===== src/rtl/regfile_wb_arbiter.sv =====
// regfile_wb_arbiter: shares the single regfile write port between pipeline
// writeback (A) and long-latency results (B). A has priority. B is force-granted
// after STARVE_LIMIT consecutive denied cycles. A destination scoreboard lets
// issue logic stall on hazards against in-flight B operations.
module regfile_wb_arbiter #(
    parameter int DATA_W       = 32,
    parameter int ADDR_W       = 5,
    parameter int STARVE_LIMIT = 4
) (
    input  logic                  clk,
    input  logic                  rst_n,
    input  logic                  a_valid,
    input  logic [ADDR_W-1:0]     a_addr,
    input  logic [DATA_W-1:0]     a_data,
    output logic                  a_ready,
    input  logic                  b_valid,
    input  logic [ADDR_W-1:0]     b_addr,
    input  logic [DATA_W-1:0]     b_data,
    output logic                  b_ready,
    input  logic                  rsv_valid,
    input  logic [ADDR_W-1:0]     rsv_addr,
    input  logic [ADDR_W-1:0]     chk_rs1,
    input  logic [ADDR_W-1:0]     chk_rs2,
    input  logic [ADDR_W-1:0]     chk_rd,
    output logic                  hazard,
    output logic [2**ADDR_W-1:0]  busy,
    output logic                  write_reg,
    output logic [ADDR_W-1:0]     dstreg_addr,
    output logic [DATA_W-1:0]     dstreg_data,
    output logic                  err
);

    localparam int NREG = 2**ADDR_W;
    localparam logic [3:0] LIMIT = 4'(STARVE_LIMIT);

    logic [3:0]      starve_cnt;
    logic [NREG-1:0] busy_q;
    logic [NREG-1:0] busy_next;
    logic            err_q;
    logic            force_b;
    logic            a_xfer;
    logic            b_xfer;
    logic            rsv_hit;
    logic            err_set;

    assign busy   = busy_q;
    assign err    = err_q;
    assign hazard = busy_q[chk_rs1] | busy_q[chk_rs2] | busy_q[chk_rd];

    // Grant selection; every output is held low while reset is asserted so
    // the port goes quiet the moment rst_n falls.
    always_comb begin
        force_b = b_valid && (starve_cnt == LIMIT);
        a_ready = 1'b0;
        b_ready = 1'b0;
        if (rst_n) begin
            if (force_b) begin
                b_ready = 1'b1;
            end else begin
                a_ready = 1'b1;
                b_ready = b_valid & ~a_valid;
            end
        end
        a_xfer = a_valid & a_ready;
        b_xfer = b_valid & b_ready;
    end

    // Steer the accepted transfer onto the regfile write port; r0 writes are swallowed.
    always_comb begin
        write_reg   = 1'b0;
        dstreg_addr = '0;
        dstreg_data = '0;
        if (a_xfer) begin
            write_reg   = (a_addr != '0);
            dstreg_addr = a_addr;
            dstreg_data = a_data;
        end else if (b_xfer) begin
            write_reg   = (b_addr != '0);
            dstreg_addr = b_addr;
            dstreg_data = b_data;
        end
    end

    // Next scoreboard value and protocol-error detection; a new reservation
    // beats a same-cycle clear of the same register.
    always_comb begin
        rsv_hit   = rsv_valid && (rsv_addr != '0);
        busy_next = busy_q;
        if (b_xfer) begin
            busy_next[b_addr] = 1'b0;
        end
        if (rsv_hit) begin
            busy_next[rsv_addr] = 1'b1;
        end
        busy_next[0] = 1'b0;
        err_set = (rsv_hit && busy_q[rsv_addr] && !(b_xfer && (b_addr == rsv_addr)))
                | (b_xfer && (b_addr != '0) && !busy_q[b_addr])
                | (a_xfer && busy_q[a_addr]);
    end

    // State registers: starvation counter, scoreboard and sticky error.
    always_ff @(posedge clk or negedge rst_n) begin
        if (!rst_n) begin
            starve_cnt <= '0;
            busy_q     <= '0;
            err_q      <= 1'b0;
        end else begin
            if (!b_valid || b_xfer) begin
                starve_cnt <= '0;
            end else if (starve_cnt != LIMIT) begin
                starve_cnt <= starve_cnt + 4'd1;
            end
            busy_q <= busy_next;
            if (err_set) begin
                err_q <= 1'b1;
            end
        end
    end

endmodule


===== config.mk =====
export PLATFORM = sky130hd
export DESIGN_NAME = regfile_wb_arbiter
export DESIGN_NICKNAME = d
export VERILOG_FILES = /design/src/rtl/regfile_wb_arbiter.sv
export SDC_FILE = /design/constraint.sdc
export NUM_CORES = 1
export LEC_CHECK = 0
export ABC_AREA = 1
export ABC_CLOCK_PERIOD_IN_PS = 1700
export CORE_MARGIN = 5
export CORE_UTILIZATION = 30
export CTS_CLUSTER_SIZE = 8
export DETAILED_ROUTE_END_ITERATION = 8
export GPL_ROUTABILITY_DRIVEN = 0
export MAX_ROUTING_LAYER = met4
export SLEW_MARGIN = 30
export SYNTH_ARGS = -nofsm -noshare
export SYNTH_HDL_FRONTEND = slang
export SYNTH_SLANG_ARGS = --single-unit

===== constraint.sdc =====
create_clock -name clk -period 1.7 [get_ports clk]
set_input_delay 0.17 -clock clk [delete_from_list [all_inputs] [get_ports clk]]
set_output_delay 0.17 -clock clk [all_outputs]
set_load 0.01 [all_outputs]

==> results_dict.tcl, run 1 <==
set metrics [dict create \
    status "finished with violations" \
    violations "negative hold slack, negative setup slack" \
    ant_nets 0 \
    yosysUniqueCellTypes 35 \
    diodes 0 \
    rows 42 \
    critPathKind "register to primary output" \
    r2r_start "starve_cnt[0]$_DFFE_PN0P_" \
    cpMostUsedCell "buf_6" \
    core_mm2 0.0133 \
    final_common_cell "nand2_1" \
    synth_area_leaders "nand2_1, dfrtp_1, nand3_1, o21ai_0, inv_1" \
    hold_viol_final 4 \
    synth_top_area_share_pct 23.0 \
    cts_tree "yes" \
    yosysTopAreaCell "nand2_1" \
    wire_per_inst_um 17.5 \
    r2r-end "err$_DFFE_PN0P_" \
    crit_path_end_kind "primary output" \
    power.leakage_nw 3.74 \
    grt_pass1_vias 5609 \
    synth_cells 712 \
    wl_um 20900 \
    initial_core_util_pct 30.7 \
    path_clk_slew_ns 0.06 \
    hold_class "input port to asynchronous set/reset pin" \
    final.setup.tns_ns -10.08 \
    mappedNetlistArea_mm2 0.00409 \
    root_buffer "clkbuf_16" \
    grt_max_degree 38 \
    finalCritPeriodShare_pct 119 \
    numPortBuffers 171 \
    synth_nets 813 \
    die_h_um 127 \
    vias_per_cell 5.08 \
    drv_slew 0 \
    reg2reg_slack_ns -0.10 \
    hpwl_um 16000 \
    path_max_fanout 7 \
    num_vias 6057 \
    tightest_slew_ns 0.504 \
    critPathLaunchType "register" \
    slowest_stage "dfrtp_1" \
    clock.fmax_ghz 0.496 \
    mostFrequentLayoutCells "nand2_1, buf_4, clkdlybuf4s50_1" \
    cts_made_buffers 5 \
    slowest_delay_ns 0.37 \
    worstSkewPairLatency_ns 0.28 \
    num_io_pins 173 \
    cts_buffer_depth 2 \
    ctsHoldBuffers 0 \
    timing.slew.headroom_pct 66.4 \
    grt_usage_pct 25.4 \
    cap_viol_max_count 0 \
    htree_levels 2 \
    setup_ws_ns -0.318 \
    rr_worst_depth 14 \
    drc 0 \
    gr-total-overflow 0 \
    area_growth_pct 84.4 \
    pwr_density_cell_mw_per_mm2 754 \
    nets 1116 \
    worstPathCellList "inv_1 -> ha_2 -> nand4_1 -> and2_4 -> nand2_4 -> inv_4 -> buf_6 -> buf_6 -> a22o_1 -> buf_2" \
    drive_gt1_share_pct 28.4 \
    crit_required_ns 1.53 \
    final_core_util_pct 56.7 \
    worst_hold_slack_ns -0.00581 \
    rsz0062_at_grt "yes" \
    syn_avg_cell_area_um2 5.74 \
    ys_seq_elements 36 \
    grt_pass1_wl_um 31600 \
    drt-initial-drc-count 744 \
    drt_pre_antenna_iters 6 \
    worstPathArrival_ns 1.85 \
    synth_seq_area_share_pct 22.1 \
    ir_worst_vdd_uv 521 \
    yosys_warnings 0 \
    period_minus_slack_ns 2.02 \
    die_w_um 127 \
    die_area_mm2 0.0161 \
    finClkSkew_ns 0.00529 \
    antenna_found_initial 0 \
    clock_sinks 36 \
    finalSetupViolCount 57 \
]
==> timing repair <==
action,in CTS,in global routing
setup buffers,11,6
endpoints found under the setup margin,71,77
gates cloned,3,2
gates resized for setup,206,106
pin swaps,10,20
==> Yosys cell counts (all sizes together) <==
library cell  instances
o21ai                91
a21oi                20
dfrtp                36
ha                    2
or2                   1
o21bai                1
nand2               251
o211ai               13
o22ai                 7
nand3                90
nor3                 13
clkinv                1
nand3b                1
conb                  1
nor2                 24
nor4                  1
o31ai                 1
inv                  82
o41ai                 1
buf                  30
nand4                 1
xor2                  4
a22o                 32
and2                  1
xnor2                 3
clkbuf                4
==> metal layers <==
layer	up-vias	part of all wire [%]	track usage, %
met4	0	1.8	6.44
li1	2977	-	-
met5	-	0	-
met3	33	6.9	2.06
met1	2762	45	36.4
met2	285	47	38.6
==> per-stage QoR <==
step | hold WS, ns | std cells | setup WS [ns] | instance area [µm²] | power, mW
2_1_floorplan | -0.126 | 712 | 0.0114 | 4090 | 2.38
3_3_place_gp | 0.304 | 1167 | -0.475 | 7000 | 4.36
3_5_place_dp | 0.301 | 1167 | -0.472 | 7000 | 4.36
4_1_cts | 0.0157 | 1189 | -0.322 | 7270 | 5.44
5_1_grt | 0.0589 | 1192 | -0.397 | 7530 | 5.99
6_report | -0.00581 | 1192 | -0.318 | 7530 | 5.68
==> critical path, delay by kind of cell (launching register included) <==
| family | cells | cell delay, ns |
|---|---|---|
| buf+inv | 5 | 0.50 |
| flops | 1 | 0.37 |
| compound gates | 1 | 0.17 |
| simple gates | 3 | 0.34 |
| fa+ha+maj | 1 | 0.19 |
==> sequential cells by signal, summed over array words and instances (netlist names) <==
| signal | count |
|---|---|
| busy | 31 |
| err | 1 |
| starve_cnt | 4 |
==> worst max-delay path by stage <==
| stage | start | to | slack, ns | cells after the start |
|---|---|---|---|---|
| after floorplan | starve_cnt[0]$_DFFE_PN0P_ | write_reg | 0.01 | 9 |
| final | starve_cnt[0]$_DFFE_PN0P_ | dstreg_data[9] | -0.32 | 10 |
| after global placement | chk_rs2[0] | hazard | -0.48 | 12 |
| after CTS | starve_cnt[1]$_DFFE_PN0P_ | dstreg_data[9] | -0.32 | 10 |
| after detailed placement | chk_rs2[0] | hazard | -0.47 | 12 |
| after global routing | starve_cnt[0]$_DFFE_PN0P_ | dstreg_data[14] | -0.40 | 10 |
==> layout make-up <==
cell class	count	area, µm²
tap	176	220
fill	1335	5760
multi-input combinational	559	2930
inverter	83	327
clock buffer	5	125
sequential	36	918
timing repair buffer	330	2970
clock inverter	3	42.5
==> report_power, final <==
group | internal [mW] | switching [mW] | total [mW]
clock network | 0.689 | 0.369 | 1.06
logic | 1.68 | 1.52 | 3.21
registers | 1.05 | 0.356 | 1.41
==> kinds of logic after synthesis <==
group | Yosys count | share of synthesized area [%]
xor+xnor | 7 | 1.50
buf+inv | 117 | 12.3
compound gates | 166 | 24.5
fa+ha+maj | 2 | 0.612
other cells | 1 | 0.0918
flops | 36 | 22.1
simple gates | 383 | 39.0
Note: power is estimated with default switching activity, not from simulation.
==> inputs of run 2 (changes only) <==
- ABC_AREA: 1 -> unset
==> results_dict.tcl, run 2 <==
set metrics [dict create \
    setup_ws_ns -0.558 \
    finalSetupViolCount 77 \
    placed_cells 783 \
    path_max_fanout 4 \
    ys_seq_elements 36 \
    nets 776 \
    p_comb_share_pct 59.1 \
    drv_slew 0 \
    rsz0062_at_grt "yes" \
    crit_path_end_kind "primary output" \
    vias_per_cell 5.77 \
    drt-initial-drc-count 533 \
    grtUsageMet3_pct 3.79 \
    rows 40 \
    ir_worst_vdd_uv 444 \
    period_minus_slack_ns 2.26 \
    wire_per_inst_um 22.8 \
    cts_made_buffers 5 \
    met1_usage_pct 34.1 \
    mostFrequentLayoutCells "clkdlybuf4s50_1, buf_4, buf_6" \
    power_switching_mw 2.12 \
    yosysTopAreaCell "dfrtp_1" \
    worstPathCellList "mux4_2 -> mux4_2 -> mux2i_1 -> nand3_1 -> buf_2" \
    num_vias 4748 \
    grt_pass1_vias 4774 \
    ant_nets 0 \
    hpwl_um 14100 \
    syn_avg_cell_area_um2 10.1 \
    synth_edf_count 0 \
    cts_buffer_depth 2 \
    diodes 0 \
    power.leakage_nw 3.07 \
    die_w_um 121 \
    num_io_pins 173 \
    slowest_delay_ns 0.48 \
    hold_class "input port to asynchronous set/reset pin" \
    synth_area_leaders "dfrtp_1, mux4_2, o21ai_0, a22o_1, mux2i_1" \
    die_h_um 121 \
    critPathLaunchType "register" \
    synth_common_cells "o21ai_0, a22o_1, dfrtp_1, mux4_2, mux2i_1" \
    cpMostUsedCell "mux4_2" \
    finClkSkew_ns 0.00490 \
    gr-total-overflow 0 \
    synth_top_family_by_area "multiplexers" \
    area_growth_pct 96.4 \
    hold_viol_final 0 \
    synth_top_area_share_pct 24.5 \
    critPathKind "register to primary output" \
    synthSimpleGateAreaFrac_pct 11.4 \
    p_int_mw 3.75 \
    core_mm2 0.0120 \
    met2_usage_pct 41.2 \
    synthArstFlopShare_pct 100 \
    pwr_density_cell_mw_per_mm2 815 \
    grt_pass1_wl_um 28000 \
    antenna_found_initial 0 \
    root_buffer "clkbuf_16" \
    synth_seq_area_share_pct 24.5 \
    htree_levels 2 \
    path_clk_slew_ns 0.06 \
    pwr-share-seq_pct 23.1 \
    yosys_warnings 0 \
    drc 0 \
    ctsHoldBuffers 0 \
    finalCritPeriodShare_pct 133 \
    drive_gt1_share_pct 50.4 \
    busiest_layer "met2" \
    wl_um 18800 \
    initial_core_util_pct 30.6 \
    drt_pre_antenna_iters 5 \
    stdcell_count 823 \
    status "finished with violations" \
    synth_cells 362 \
    yosysUniqueCellTypes 49 \
    cts_tree "yes" \
    grt_usage_pct 25.4 \
    worstPathArrival_ns 2.09 \
    crit_required_ns 1.53 \
    synth_compound_area_share_pct 25.0 \
    ys.flop_type "dfrtp_1" \
    synth_xor_area_share_pct 1.67 \
    numPortBuffers 171 \
    largest_reg_flops 31 \
    p_clk_share_pct 17.8 \
    sw_frac_of_total_pct 36.1 \
    mappedNetlistArea_mm2 0.00367 \
    yosysMostFrequentCell "o21ai_0" \
    slowest_stage "mux4_2" \
    final_common_cell "clkdlybuf4s50_1" \
    die_area_mm2 0.0145 \
    synthMuxAreaShare_pct 31.3 \
    worst_hold_slack_ns 0.0289 \
    clock_sinks 36 \
    cap_viol_max_count 0 \
    clock.fmax_ghz 0.443 \
    synth_adder_area_share_pct 0.682 \
    grt_max_degree 37 \
    worstSkewPairLatency_ns 0.28 \
    synth_nets 463 \
    violations "negative setup slack" \
]
run 2: cell types whose count changed in the layout (fill, tap and decap cells not counted), moves of 12 or more:
cell and delta:
o21ai_0 -34, nand2_1 -234, buf_6 +25, nand3_1 -80, o21ai_2 +13, nor2_1 -14
buf_4 -12, mux2i_1 +22, o211ai_1 -13, mux4_2 +35, inv_1 -60
run 2: cell families (layout without fill, tap and decap cells):
| kind of cell | count (synthesis) | after routing |
|---|---|---|
| compound gates | 140 | 140 |
| xor+xnor | 7 | 7 |
| fa+ha+maj | 2 | 2 |
| buf+inv | 39 | 350 |
| flops | 36 | 36 |
| mux | 66 | 66 |
| other cells | 1 | 1 |
| simple gates | 71 | 74 |
run 2: power groups by stage:
stage | combinational, mW | clock, mW | sequential [mW]
finish | 3.47 | 1.05 | 1.36
global route | 3.66 | 1.08 | 1.37
CTS | 3.24 | 1.05 | 1.34
detailed placement | 3.08 | 0 | 1.35
global placement | 3.04 | 0 | 1.35
floorplan | 1.12 | 0 | 1.42
run 2: critical path, delay by kind of cell, from the launching register on:
kind | cells | cell delay [ns]
muxes | 3 | 1.11
DFF | 1 | 0.46
buffers and inverters | 1 | 0.15
and+or+nand+nor | 1 | 0.09
run 2: path summary, 6_finish.rpt:
path,endpoint,slack (ns),cells after the start,startpoint
min in group clk,starve_cnt[3]$_DFFE_PN0P_,0.66,3,starve_cnt[3]$_DFFE_PN0P_
setup reg to reg,err$_DFFE_PN0P_,-0.48,7,busy[9]$_DFF_PN0_
hold reg to reg,starve_cnt[3]$_DFFE_PN0P_,0.66,3,starve_cnt[3]$_DFFE_PN0P_
setup / recovery,hazard,-0.56,5,busy[17]$_DFF_PN0_
hold / removal,busy[14]$_DFF_PN0_,0.03,2,rst_n
max in group asynchronous,busy[19]$_DFF_PN0_,1.33,2,rst_n
run 2: final cells by class:
type / count / area [µm²]
Fill cell: 1038 / 4800
Tap cell: 147 / 184
Multi-Input combinational cell: 290 / 2880
Clock inverter: 3 / 42.5
Inverter: 7 / 26.3
Clock buffer: 5 / 125
Sequential cell: 36 / 921
Timing Repair Buffer: 335 / 3030
run 2: stage by stage:
| step | setup WS [ns] | TNS (ns) | utilization (%) | area, µm² | power (mW) |
|---|---|---|---|---|---|
| floorplan | -0.0959 | -3.45 | - | 3760 | 2.54 |
| global placement | -0.985 | -31.28 | 54.0 | 6480 | 4.39 |
| detailed placement | -1.02 | -34.64 | 54.0 | 6480 | 4.43 |
| CTS | -0.555 | -25.95 | 57.6 | 6920 | 5.63 |
| global route | -0.638 | -32.58 | 60.0 | 7210 | 6.11 |
| finish | -0.558 | -28.12 | 60.0 | 7210 | 5.88 |
run 2: per-layer routing:
metal,vias up,routed length [µm]
li1,2088,-
met1,2325,7860
met2,285,8960
met3,50,1480
met4,0,479
met5,-,0
run 2: what timing repair did:
item / CTS / global route
hold endpoints to repair: 0 / 0
cloned: 4 / 2
resized for setup: 300 / 55
pin swaps: 38 / 19
buffers inserted: 15 / 13
setup endpoints to repair: 78 / 78
==> inputs of run 3 (changes only) <==
- SKIP_CTS_REPAIR_TIMING: unset -> 1
==> results_dict.tcl, run 3 (synthesis gave the netlist of run 2 again) <==
set metrics [dict create \
    antenna_found_initial 0 \
    top_layer_used "met4" \
    met1_length_um 7770 \
    critPathLaunchType "register" \
    sw_frac_of_total_pct 36.3 \
    die_area_mm2 0.0145 \
    hpwl_um 14100 \
    drv_slew 0 \
    p_clk_share_pct 18.1 \
    met2_length_um 8750 \
    path_max_fanout 5 \
    power.leakage_nw 3.03 \
    power_switching_mw 2.09 \
    gr-total-overflow 0 \
    cts_tree "yes" \
    hold_class "input port to asynchronous set/reset pin" \
    rsz0062_at_grt "yes" \
    finalCritPeriodShare_pct 133 \
    grt_usage_pct 24.3 \
    finClkSkew_ns 0.00467 \
    crit_path_end_kind "primary output" \
    worst_hold_slack_ns 0.0301 \
    grt_pass1_wl_um 26800 \
    clock_sinks 36 \
    hold_viol_final 0 \
    ir_worst_vdd_uv 447 \
    die_h_um 121 \
    final_core_util_pct 59.0 \
    path_clk_slew_ns 0.06 \
    cts_made_buffers 5 \
    wl_um 18600 \
    diodes 0 \
    critPathKind "register to primary output" \
    nets 764 \
    core_mm2 0.0120 \
    final_common_cell "buf_4" \
    htree_levels 2 \
    drive_gt1_share_pct 49.4 \
    initial_core_util_pct 30.6 \
    area_growth_pct 93.2 \
    num_io_pins 173 \
    p_comb_share_pct 58.5 \
    crit_required_ns 1.53 \
    reg2reg_slack_ns -0.45 \
    grt_max_degree 37 \
    mostFrequentLayoutCells "buf_4, clkdlybuf4s50_1, o21ai_2, a22o_1, mux4_2" \
    root_buffer "clkbuf_16" \
    num_vias 4690 \
    pwr_density_cell_mw_per_mm2 815 \
    rows 40 \
    final.setup.tns_ns -25.72 \
    ant_nets 0 \
    r2r_start "starve_cnt[0]$_DFFE_PN0P_" \
    place_ws_ns -1.02 \
    rr_worst_depth 10 \
    drt_pre_antenna_iters 6 \
    worstSkewPairLatency_ns 0.28 \
    die_w_um 121 \
    wire_per_inst_um 23.0 \
    finalSetupViolCount 77 \
    pwr-share-seq_pct 23.4 \
    dr_wl_met3_um 1570 \
    status "finished with violations" \
    violations "negative setup slack" \
    cts_buffer_depth 2 \
    r2r-end "err$_DFFE_PN0P_" \
    period_minus_slack_ns 2.26 \
    numPortBuffers 171 \
    vias_per_cell 5.78 \
    setup_ws_ns -0.562 \
    clock.fmax_ghz 0.442 \
    drt-initial-drc-count 523 \
    worstPathArrival_ns 2.09 \
    grt_pass1_vias 4565 \
    cap_viol_max_count 0 \
    largest_reg_flops 31 \
    p_int_mw 3.68 \
    drc 0 \
]
run 3: through the flow:
stage          instance area (µm²)  power (mW)  cells
6_report                      7090        5.78    811
4_1_cts                       6650        5.49    791
5_1_grt                       7090        6.02    811
2_1_floorplan                 3760        2.54    362
3_5_place_dp                  6480        4.43    783
3_3_place_gp                  6480        4.39    783
run 3: worst max-delay path by stage:
stage / start / endpoint / slack (ns)
after floorplan: starve_cnt[1]$_DFFE_PN0P_ / err$_DFFE_PN0P_ / -0.1
after global placement: chk_rs2[0] / hazard / -0.98
after detailed placement: chk_rs2[0] / hazard / -1.02
after CTS: chk_rs2[0] / hazard / -1.01
after global routing: chk_rs1[0] / hazard / -0.63
final: busy[17]$_DFF_PN0_ / hazard / -0.56
run 3: power by group through the flow:
| stage | registers (mW) | clock network [mW] | logic, mW |
|---|---|---|---|
| 6_report | 1.35 | 1.04 | 3.38 |
| 5_1_grt | 1.37 | 1.08 | 3.57 |
| 4_1_cts | 1.33 | 1.05 | 3.10 |
| 3_5_place_dp | 1.35 | 0 | 3.08 |
| 3_3_place_gp | 1.35 | 0 | 3.04 |
| 2_1_floorplan | 1.42 | 0 | 1.12 |
run 3: layout make-up:
type | count | area, µm²
Fill cell | 1045 | 4920
Timing Repair Buffer | 323 | 2900
Multi-Input combinational cell | 290 | 2890
Sequential cell | 36 | 920
Tap cell | 147 | 184
Clock buffer | 5 | 125
Clock inverter | 3 | 42.5
Inverter | 7 | 26.3
run 3: layer usage:
metal	global-route usage [%]	vias up
li1	-	2056
met1	33.2	2280
met2	38.2	295
met3	3.41	59
met4	6.59	0
met5	-	-
run 3: critical path: stages (launching register included):
cell	delay [ns]
dfrtp_2	0.47
mux4_2	0.48
mux4_2	0.48
mux2i_1	0.14
nand3_1	0.09
buf_2	0.15
